$ cat config.mk
export PLATFORM = sky130hd
export DESIGN_NAME = id_fetch_control
export DESIGN_NICKNAME = d
export VERILOG_FILES = /design/src/rtl/mips_pkg.sv /design/src/rtl/hazard_detect.sv /design/src/rtl/id_fetch_control.sv
export SDC_FILE = /design/constraint.sdc
export NUM_CORES = 1
export LEC_CHECK = 0
export ABC_AREA = 1
export CAP_MARGIN = 20
export CORE_MARGIN = 2
export CORE_UTILIZATION = 41
export CTS_BUF_LIST = sky130_fd_sc_hd__clkbuf_16
export DETAILED_ROUTE_END_ITERATION = 8
export HOLD_SLACK_MARGIN = 0.08
export PLACE_DENSITY = 0.84
export SYNTH_ARGS = -nofsm -noshare
export SYNTH_HDL_FRONTEND = slang
export SYNTH_SLANG_ARGS = --single-unit
$ cat constraint.sdc
create_clock -name Clk -period 2.35 [get_ports Clk]
set_clock_uncertainty 0.2 [all_clocks]
set_input_delay 0.3525 -clock Clk [delete_from_list [all_inputs] [get_ports Clk]]
set_output_delay 0.3525 -clock Clk [all_outputs]
set_load 0.005 [all_outputs]
$ cat src/rtl/mips_pkg.sv
// Shared MIPS front-end definitions: opcode/funct constants, the NOP word,
// the decode FSM state encoding and small instruction-class helpers used by
// both the hazard detector and the redirect logic.
package mips_pkg;

  // Primary opcodes (instr[31:26]).
  localparam logic [5:0] OP_RTYPE = 6'h00;
  localparam logic [5:0] OP_J     = 6'h02;
  localparam logic [5:0] OP_JAL   = 6'h03;
  localparam logic [5:0] OP_BEQ   = 6'h04;
  localparam logic [5:0] OP_BNE   = 6'h05;
  localparam logic [5:0] OP_SW    = 6'h2B;

  // R-type function codes (instr[5:0]).
  localparam logic [5:0] FN_JR = 6'h08;

  // Canonical bubble word (sll $0,$0,0).
  localparam logic [31:0] NOP = 32'h0000_0000;

  // Decode FSM state.
  typedef enum logic {
    ST_RUN,
    ST_STALL
  } state_e;

  // Instruction classes that matter to the front end.
  typedef enum logic [2:0] {
    ClOther,
    ClRtype,
    ClBeq,
    ClBne,
    ClJ,
    ClJal,
    ClJr
  } instr_class_e;

  function automatic instr_class_e decode_class(input logic [31:0] instr);
    instr_class_e cls;
    cls = ClOther;
    case (instr[31:26])
      OP_RTYPE: cls = (instr[5:0] == FN_JR) ? ClJr : ClRtype;
      OP_BEQ:   cls = ClBeq;
      OP_BNE:   cls = ClBne;
      OP_J:     cls = ClJ;
      OP_JAL:   cls = ClJal;
      default:  cls = ClOther;
    endcase
    return cls;
  endfunction

  // Every class reads rs except the absolute jumps.
  function automatic logic uses_rs(input instr_class_e cls);
    return !(cls == ClJ || cls == ClJal);
  endfunction

  // rt is a source for R-type ALU ops, the two compares and stores.
  function automatic logic uses_rt(input instr_class_e cls, input logic [5:0] opcode);
    return (cls == ClRtype) || (cls == ClBeq) || (cls == ClBne) || (opcode == OP_SW);
  endfunction

  // Instructions whose operands are consumed in decode.
  function automatic logic resolves_in_id(input instr_class_e cls);
    return (cls == ClBeq) || (cls == ClBne) || (cls == ClJr);
  endfunction

endpackage

$ cat src/rtl/hazard_detect.sv
// Combinational hazard detector for the decode stage.
//   instr_i          : instruction held in IF/ID
//   idex_mem_read_i  : instruction in EX is a load
//   idex_reg_write_i : instruction in EX writes a register
//   idex_dest_reg_i  : destination register of the instruction in EX
//   hazard_o         : decode must stall this cycle
//   depth_o          : total number of stall cycles required (1 or 2)
module hazard_detect
  import mips_pkg::*;
(
  input  logic [31:0] instr_i,
  input  logic        idex_mem_read_i,
  input  logic        idex_reg_write_i,
  input  logic [4:0]  idex_dest_reg_i,
  output logic        hazard_o,
  output logic [1:0]  depth_o
);

  instr_class_e cls;
  logic [4:0]   rs;
  logic [4:0]   rt;
  logic         dest_live;
  logic         rs_match;
  logic         rt_match;
  logic         load_use;
  logic         branch_hz;
  logic         unused_instr_bits;

  assign cls = decode_class(instr_i);
  assign rs  = instr_i[25:21];
  assign rt  = instr_i[20:16];

  // Immediate/shamt bits never influence hazards.
  assign unused_instr_bits = ^instr_i[15:6];

  always_comb begin
    // $0 is never a real producer.
    dest_live = (idex_dest_reg_i != 5'd0);
    rs_match  = uses_rs(cls) && (rs == idex_dest_reg_i);
    rt_match  = uses_rt(cls, instr_i[31:26]) && (rt == idex_dest_reg_i);

    load_use  = idex_mem_read_i && dest_live && (rs_match || rt_match);
    branch_hz = resolves_in_id(cls) && idex_reg_write_i && dest_live &&
                (rs_match || rt_match);

    hazard_o = load_use || branch_hz;
    // A branch waiting on a load needs the value past MEM: two cycles.
    depth_o  = (branch_hz && idex_mem_read_i) ? 2'd2 : 2'd1;
  end

endmodule

$ cat src/rtl/id_fetch_control.sv
// Decode-side front-end control. Holds the IF/ID pipeline register, resolves
// branches and jumps in decode, stalls on load-use and branch-operand hazards
// and drives the fetch PC controls.
//   Clk, Reset         : clock and synchronous active-high reset
//   Instruction        : fetched instruction for the current PC
//   PCPlus4_in         : PC+4 of that instruction
//   RsData / RtData    : register-file reads of IF/ID rs / rt
//   IDEX_MemRead       : EX instruction is a load
//   IDEX_RegWrite      : EX instruction writes a register
//   IDEX_DestReg       : EX destination register
//   PCWrite            : fetch PC update enable
//   PCSrc              : 1 selects PC_target in fetch, 0 selects PC+4
//   PC_target          : redirect address (0 when not redirecting)
//   IFID_Instruction   : registered instruction presented to decode
//   IFID_PCPlus4       : registered PC+4 presented to decode
//   Bubble             : zero all ID/EX control this cycle
module id_fetch_control
  import mips_pkg::*;
#(
  parameter logic [31:0] NOP_WORD = NOP
) (
  input  logic        Clk,
  input  logic        Reset,
  input  logic [31:0] Instruction,
  input  logic [31:0] PCPlus4_in,
  input  logic [31:0] RsData,
  input  logic [31:0] RtData,
  input  logic        IDEX_MemRead,
  input  logic        IDEX_RegWrite,
  input  logic [4:0]  IDEX_DestReg,
  output logic        PCWrite,
  output logic        PCSrc,
  output logic [31:0] PC_target,
  output logic [31:0] IFID_Instruction,
  output logic [31:0] IFID_PCPlus4,
  output logic        Bubble
);

  state_e       state_q, state_d;
  logic [1:0]   stall_cnt_q, stall_cnt_d;
  logic [31:0]  ifid_instr_q, ifid_instr_d;
  logic [31:0]  ifid_pc4_q, ifid_pc4_d;

  logic         hazard;
  logic [1:0]   depth;
  instr_class_e cls;
  logic [31:0]  br_off;
  logic [31:0]  br_tgt;
  logic [31:0]  jmp_tgt;
  logic         taken;
  logic [31:0]  redirect_tgt;

  hazard_detect u_hazard_detect (
    .instr_i          (ifid_instr_q),
    .idex_mem_read_i  (IDEX_MemRead),
    .idex_reg_write_i (IDEX_RegWrite),
    .idex_dest_reg_i  (IDEX_DestReg),
    .hazard_o         (hazard),
    .depth_o          (depth)
  );

  assign IFID_Instruction = ifid_instr_q;
  assign IFID_PCPlus4     = ifid_pc4_q;

  // Redirect resolution from the IF/ID contents and same-cycle operands.
  always_comb begin
    cls     = decode_class(ifid_instr_q);
    br_off  = {{14{ifid_instr_q[15]}}, ifid_instr_q[15:0], 2'b00};
    br_tgt  = ifid_pc4_q + br_off;
    jmp_tgt = {ifid_pc4_q[31:28], ifid_instr_q[25:0], 2'b00};

    taken        = 1'b0;
    redirect_tgt = 32'd0;
    case (cls)
      ClBeq: begin
        taken        = (RsData == RtData);
        redirect_tgt = br_tgt;
      end
      ClBne: begin
        taken        = (RsData != RtData);
        redirect_tgt = br_tgt;
      end
      ClJ, ClJal: begin
        taken        = 1'b1;
        redirect_tgt = jmp_tgt;
      end
      ClJr: begin
        taken        = 1'b1;
        redirect_tgt = RsData;
      end
      default: begin
        taken        = 1'b0;
        redirect_tgt = 32'd0;
      end
    endcase
  end

  // Next-state and fetch-control outputs.
  always_comb begin
    state_d      = state_q;
    stall_cnt_d  = stall_cnt_q;
    ifid_instr_d = ifid_instr_q;
    ifid_pc4_d   = ifid_pc4_q;
    PCWrite      = 1'b1;
    PCSrc        = 1'b0;
    PC_target    = 32'd0;
    Bubble       = 1'b0;

    case (state_q)
      ST_RUN: begin
        if (hazard) begin
          PCWrite = 1'b0;
          Bubble  = 1'b1;
          // The detect cycle is itself the first stall cycle, so the counter
          // is loaded with the depth already decremented once.
          stall_cnt_d = depth - 2'd1;
          state_d     = (depth > 2'd1) ? ST_STALL : ST_RUN;
        end else if (taken) begin
          PCSrc        = 1'b1;
          PC_target    = redirect_tgt;
          // Squash the wrong-path instruction fetched alongside the branch.
          ifid_instr_d = NOP_WORD;
          ifid_pc4_d   = PCPlus4_in;
        end else begin
          ifid_instr_d = Instruction;
          ifid_pc4_d   = PCPlus4_in;
        end
      end
      ST_STALL: begin
        PCWrite = 1'b0;
        Bubble  = 1'b1;
        if (stall_cnt_q <= 2'd1) begin
          stall_cnt_d = 2'd0;
          state_d     = ST_RUN;
        end else begin
          stall_cnt_d = stall_cnt_q - 2'd1;
        end
      end
      default: begin
        state_d     = ST_RUN;
        stall_cnt_d = 2'd0;
      end
    endcase

    // Reset overrides any stall or redirect in flight.
    if (Reset) begin
      PCWrite   = 1'b1;
      PCSrc     = 1'b0;
      PC_target = 32'd0;
      Bubble    = 1'b0;
    end
  end

  always_ff @(posedge Clk) begin
    if (Reset) begin
      state_q      <= ST_RUN;
      stall_cnt_q  <= 2'd0;
      ifid_instr_q <= NOP_WORD;
      ifid_pc4_q   <= 32'd0;
    end else begin
      state_q      <= state_d;
      stall_cnt_q  <= stall_cnt_d;
      ifid_instr_q <= ifid_instr_d;
      ifid_pc4_q   <= ifid_pc4_d;
    end
  end

endmodule

==> flow_summary.yaml <==
outcome:
  outcome: "complete, but fails checks"
  violations: "negative setup slack"
worst_setup_path:
  required_ps: 1800
  critPathKind: "reg -> out"
  crit_path_end_kind: "output port"
  critPathMaxFanout: 3
  start_kind: "flip-flop"
  cp.arrival_ps: 3040
global_routing:
  grt.overflow.total: 0
  grt_pass1_vias: 9243
  grt_pass1_wl_um: 46000
  gr-usage-all-layers: 0.363
  antenna_found_initial: 1
  grt_max_degree: 34
synth:
  synth_top_cell_by_area: "nand2_1"
  syn_area_um2: 6050
  synthArstFlopShare: 0
  syn_inst: 1093
  post-synth-top-area-fraction: 0.307
  ys_ff_latch: 67
  avgSynthCellArea_um2: 5.53
  synth.distinct_cells: 36
  synth_warnings: 0
  ys_top_cells_by_area: "nand2_1, dfxtp_1, inv_1"
  synth_edf_count: 0
  yosysSeqAreaShare: 0.222
  synth_nets: 1260
  synthFlopType: "dfxtp_1"
flow_run:
  drv_cap: 0
layout:
  instances_no_fill: 1767
  n_antenna_cell: 0
  layout-drive-gt1-share: 0.442
  fin_util: 0.900
  fillers: 562
  nets: 1745
  syn_to_final_growth_pct: 116
  fin_area_um2: 13000
clock_tree:
  insertion_delay_ps: 380
  root_buffer: "clkbuf_16"
  htree_levels: 3
  cts_buffer_depth: 2
  clock_sinks: 67
  cts_inserted_buffers: 9
  ctsHoldBuffers: 0
  tritoncts: "built"
  clkTransAtPathRegs_ps: 70
place:
  gp_congestion: 0.959
  io_buffers: 235
  dp.cells: 1675
  hpwlAfterDp_um: 19000
  placed_area_um2: 9950
sta:
  slew_violations: 0
  tightest_slew_ps: 798
  max_freq_mhz: 278
  hold_viol: 0
  finalCritPeriodShare: 1.53
  relSlewSlack: 0.462
  setup_tns_ps: -37760
  min_period_ps: 3600
  setup_violations: 100
  finalWorstSetupSlack_ps: -1250
  rsz0062_at_grt: "yes"
routing:
  ant_nets: 0
  drc: 0
  viasPerCell: 6.08
  drt_wl_total_um: 43100
  routedWlPerCell_um: 24.4
  via_count: 10800
  drtPass1Iterations: 7
  drtIter0Drc: 1333
power_and_ir_drop:
  p_sw_mw: 2.03
  seq_power_share: 0.256
  p_leak_nw: 7.27
  comb_power_share: 0.475
  peakVddDrop_mv: 0.398
  finalPower_mw: 5.16
  clock_power_share: 0.268
  power_density_nw_per_um2: 396
  swShare: 0.393
  internal-power_mw: 3.14
die:
  coreArea_um2: 14500
  die_area_um2: 15700
  ios: 236
  die_w_um: 125
  rows: 44
  dieHeight_um: 125
  start_util: 0.418
hold_path:
  hp-class: "reg -> reg"
==> cell usage in the layout (no fill, tap or decap), drive strengths merged <==
master           n
nand2          498
buf            289
inv            176
clkdlybuf4s50  132
nor2           101
dfxtp           67
nand3           53
dlymetal6s2s    45
a21oi           30
ha              29
a22oi           24
dlygate4sd2     23
xnor2           22
clkbuf          17
nand4           16
o21ai           15
or2             10
nor3             8
nand3b           5
xor2             5
o22ai            4
clkinv           3
o21a             2
a22o             2
a221oi           2
a31oi            1
and2             1
a21o             1
fa               1
clkinvlp         1
==> power by group through the flow <==
stage | combinational [mW] | clock, mW | sequential [mW]
6_report | 2.45 | 1.39 | 1.32
2_1_floorplan | 0.628 | 0 | 1.33
3_3_place_gp | 1.56 | 0 | 1.30
3_5_place_dp | 1.59 | 0 | 1.30
4_1_cts | 1.93 | 1.32 | 1.31
5_1_grt | 2.53 | 1.42 | 1.33
==> cell families (layout without fill, tap and decap cells) <==
logic type / after synthesis / in the layout / share of synthesized area
and+or+nand+nor: 692 / 692 / 0.461
buffers and inverters: 196 / 686 / 0.133
AOI/OAI and AO/OA: 81 / 81 / 0.0817
DFF: 67 / 67 / 0.222
adders and majority gates: 30 / 30 / 0.0633
xor gates and xnor gates: 27 / 27 / 0.0391
==> final timing paths <==
kind	start	to	slack, ps	depth (start not counted)
worst max-delay path	IFID_Instruction[0]	PC_target[4]	-1250	11
worst min-delay path	IFID_PCPlus4[0]	IFID_PCPlus4[0]	310	2
worst max register to register	IFID_Instruction[4]	IFID_PCPlus4[11]	-360	18
worst min register to register	IFID_PCPlus4[0]	IFID_PCPlus4[0]	310	2
==> worst max-delay path, stage by stage, from the launching register on <==
cell	delay, ps
dfxtp_2	340
ha_4	160
inv_2	50
fa_2	210
inv_2	60
buf_6	130
buf_4	130
o21ai_0	640
nor2_1	310
a221oi_2	420
nor2_4	70
buf_2	130
==> area by class of cell <==
type / count / area, um2 / area share
clock inverters: 7 / 58.8 / 0.00451
multi-input cells: 830 / 5630 / 0.432
repair buffers: 497 / 4830 / 0.371
inverters: 173 / 664 / 0.0510
clock buffers: 9 / 225 / 0.0173
flip-flops and latches: 67 / 1390 / 0.106
well taps: 184 / 230 / 0.0177
==> registers in the layout, summed over array words and instances (netlist names) <==
register	flops
stall_cnt_q	2
IFID_PCPlus4	32
IFID_Instruction	32
state_q	1
==> cell usage after synthesis (4+ instances only) <==
cell,n
nand4_1,16
buf_2,9
a22oi_1,24
nand3_1,52
xor2_1,5
o21ai_0,14
xnor2_1,22
buf_6,6
nand2_1,495
buf_1,6
a21oi_1,30
nor2_1,98
ha_1,29
nor3_1,8
o22ai_1,4
or2_2,9
nand3b_1,5
dfxtp_1,67
inv_1,170
==> routing by layer <==
layer  track usage  wire length, um  vias to the layer above
met3        0.0680             5440                      500
met1         0.396            13100                     4842
met2         0.655            19100                     1071
met5             0                0                        -
li1              -                -                     4338
met4         0.210             5400                        0
==> timing repair <==
action | 4_1_cts | 5_1_grt
endpoints found under the hold margin | 0 | 0
endpoints found under the setup margin | 82 | 100
cloned | 4 | 9
resized for setup | 439 | 337
pin swaps | 128 | 144
buffers inserted | 35 | 34
==> stage by stage <==
step	setup slack (ps)	hold slack, ps
after floorplan	5.42	221
after CTS	-571	245
after detailed placement	-938	233
after global routing	-1180	317
final	-1250	307
after global placement	-851	230
No activity file was read; power rests on OpenSTA's default activity.
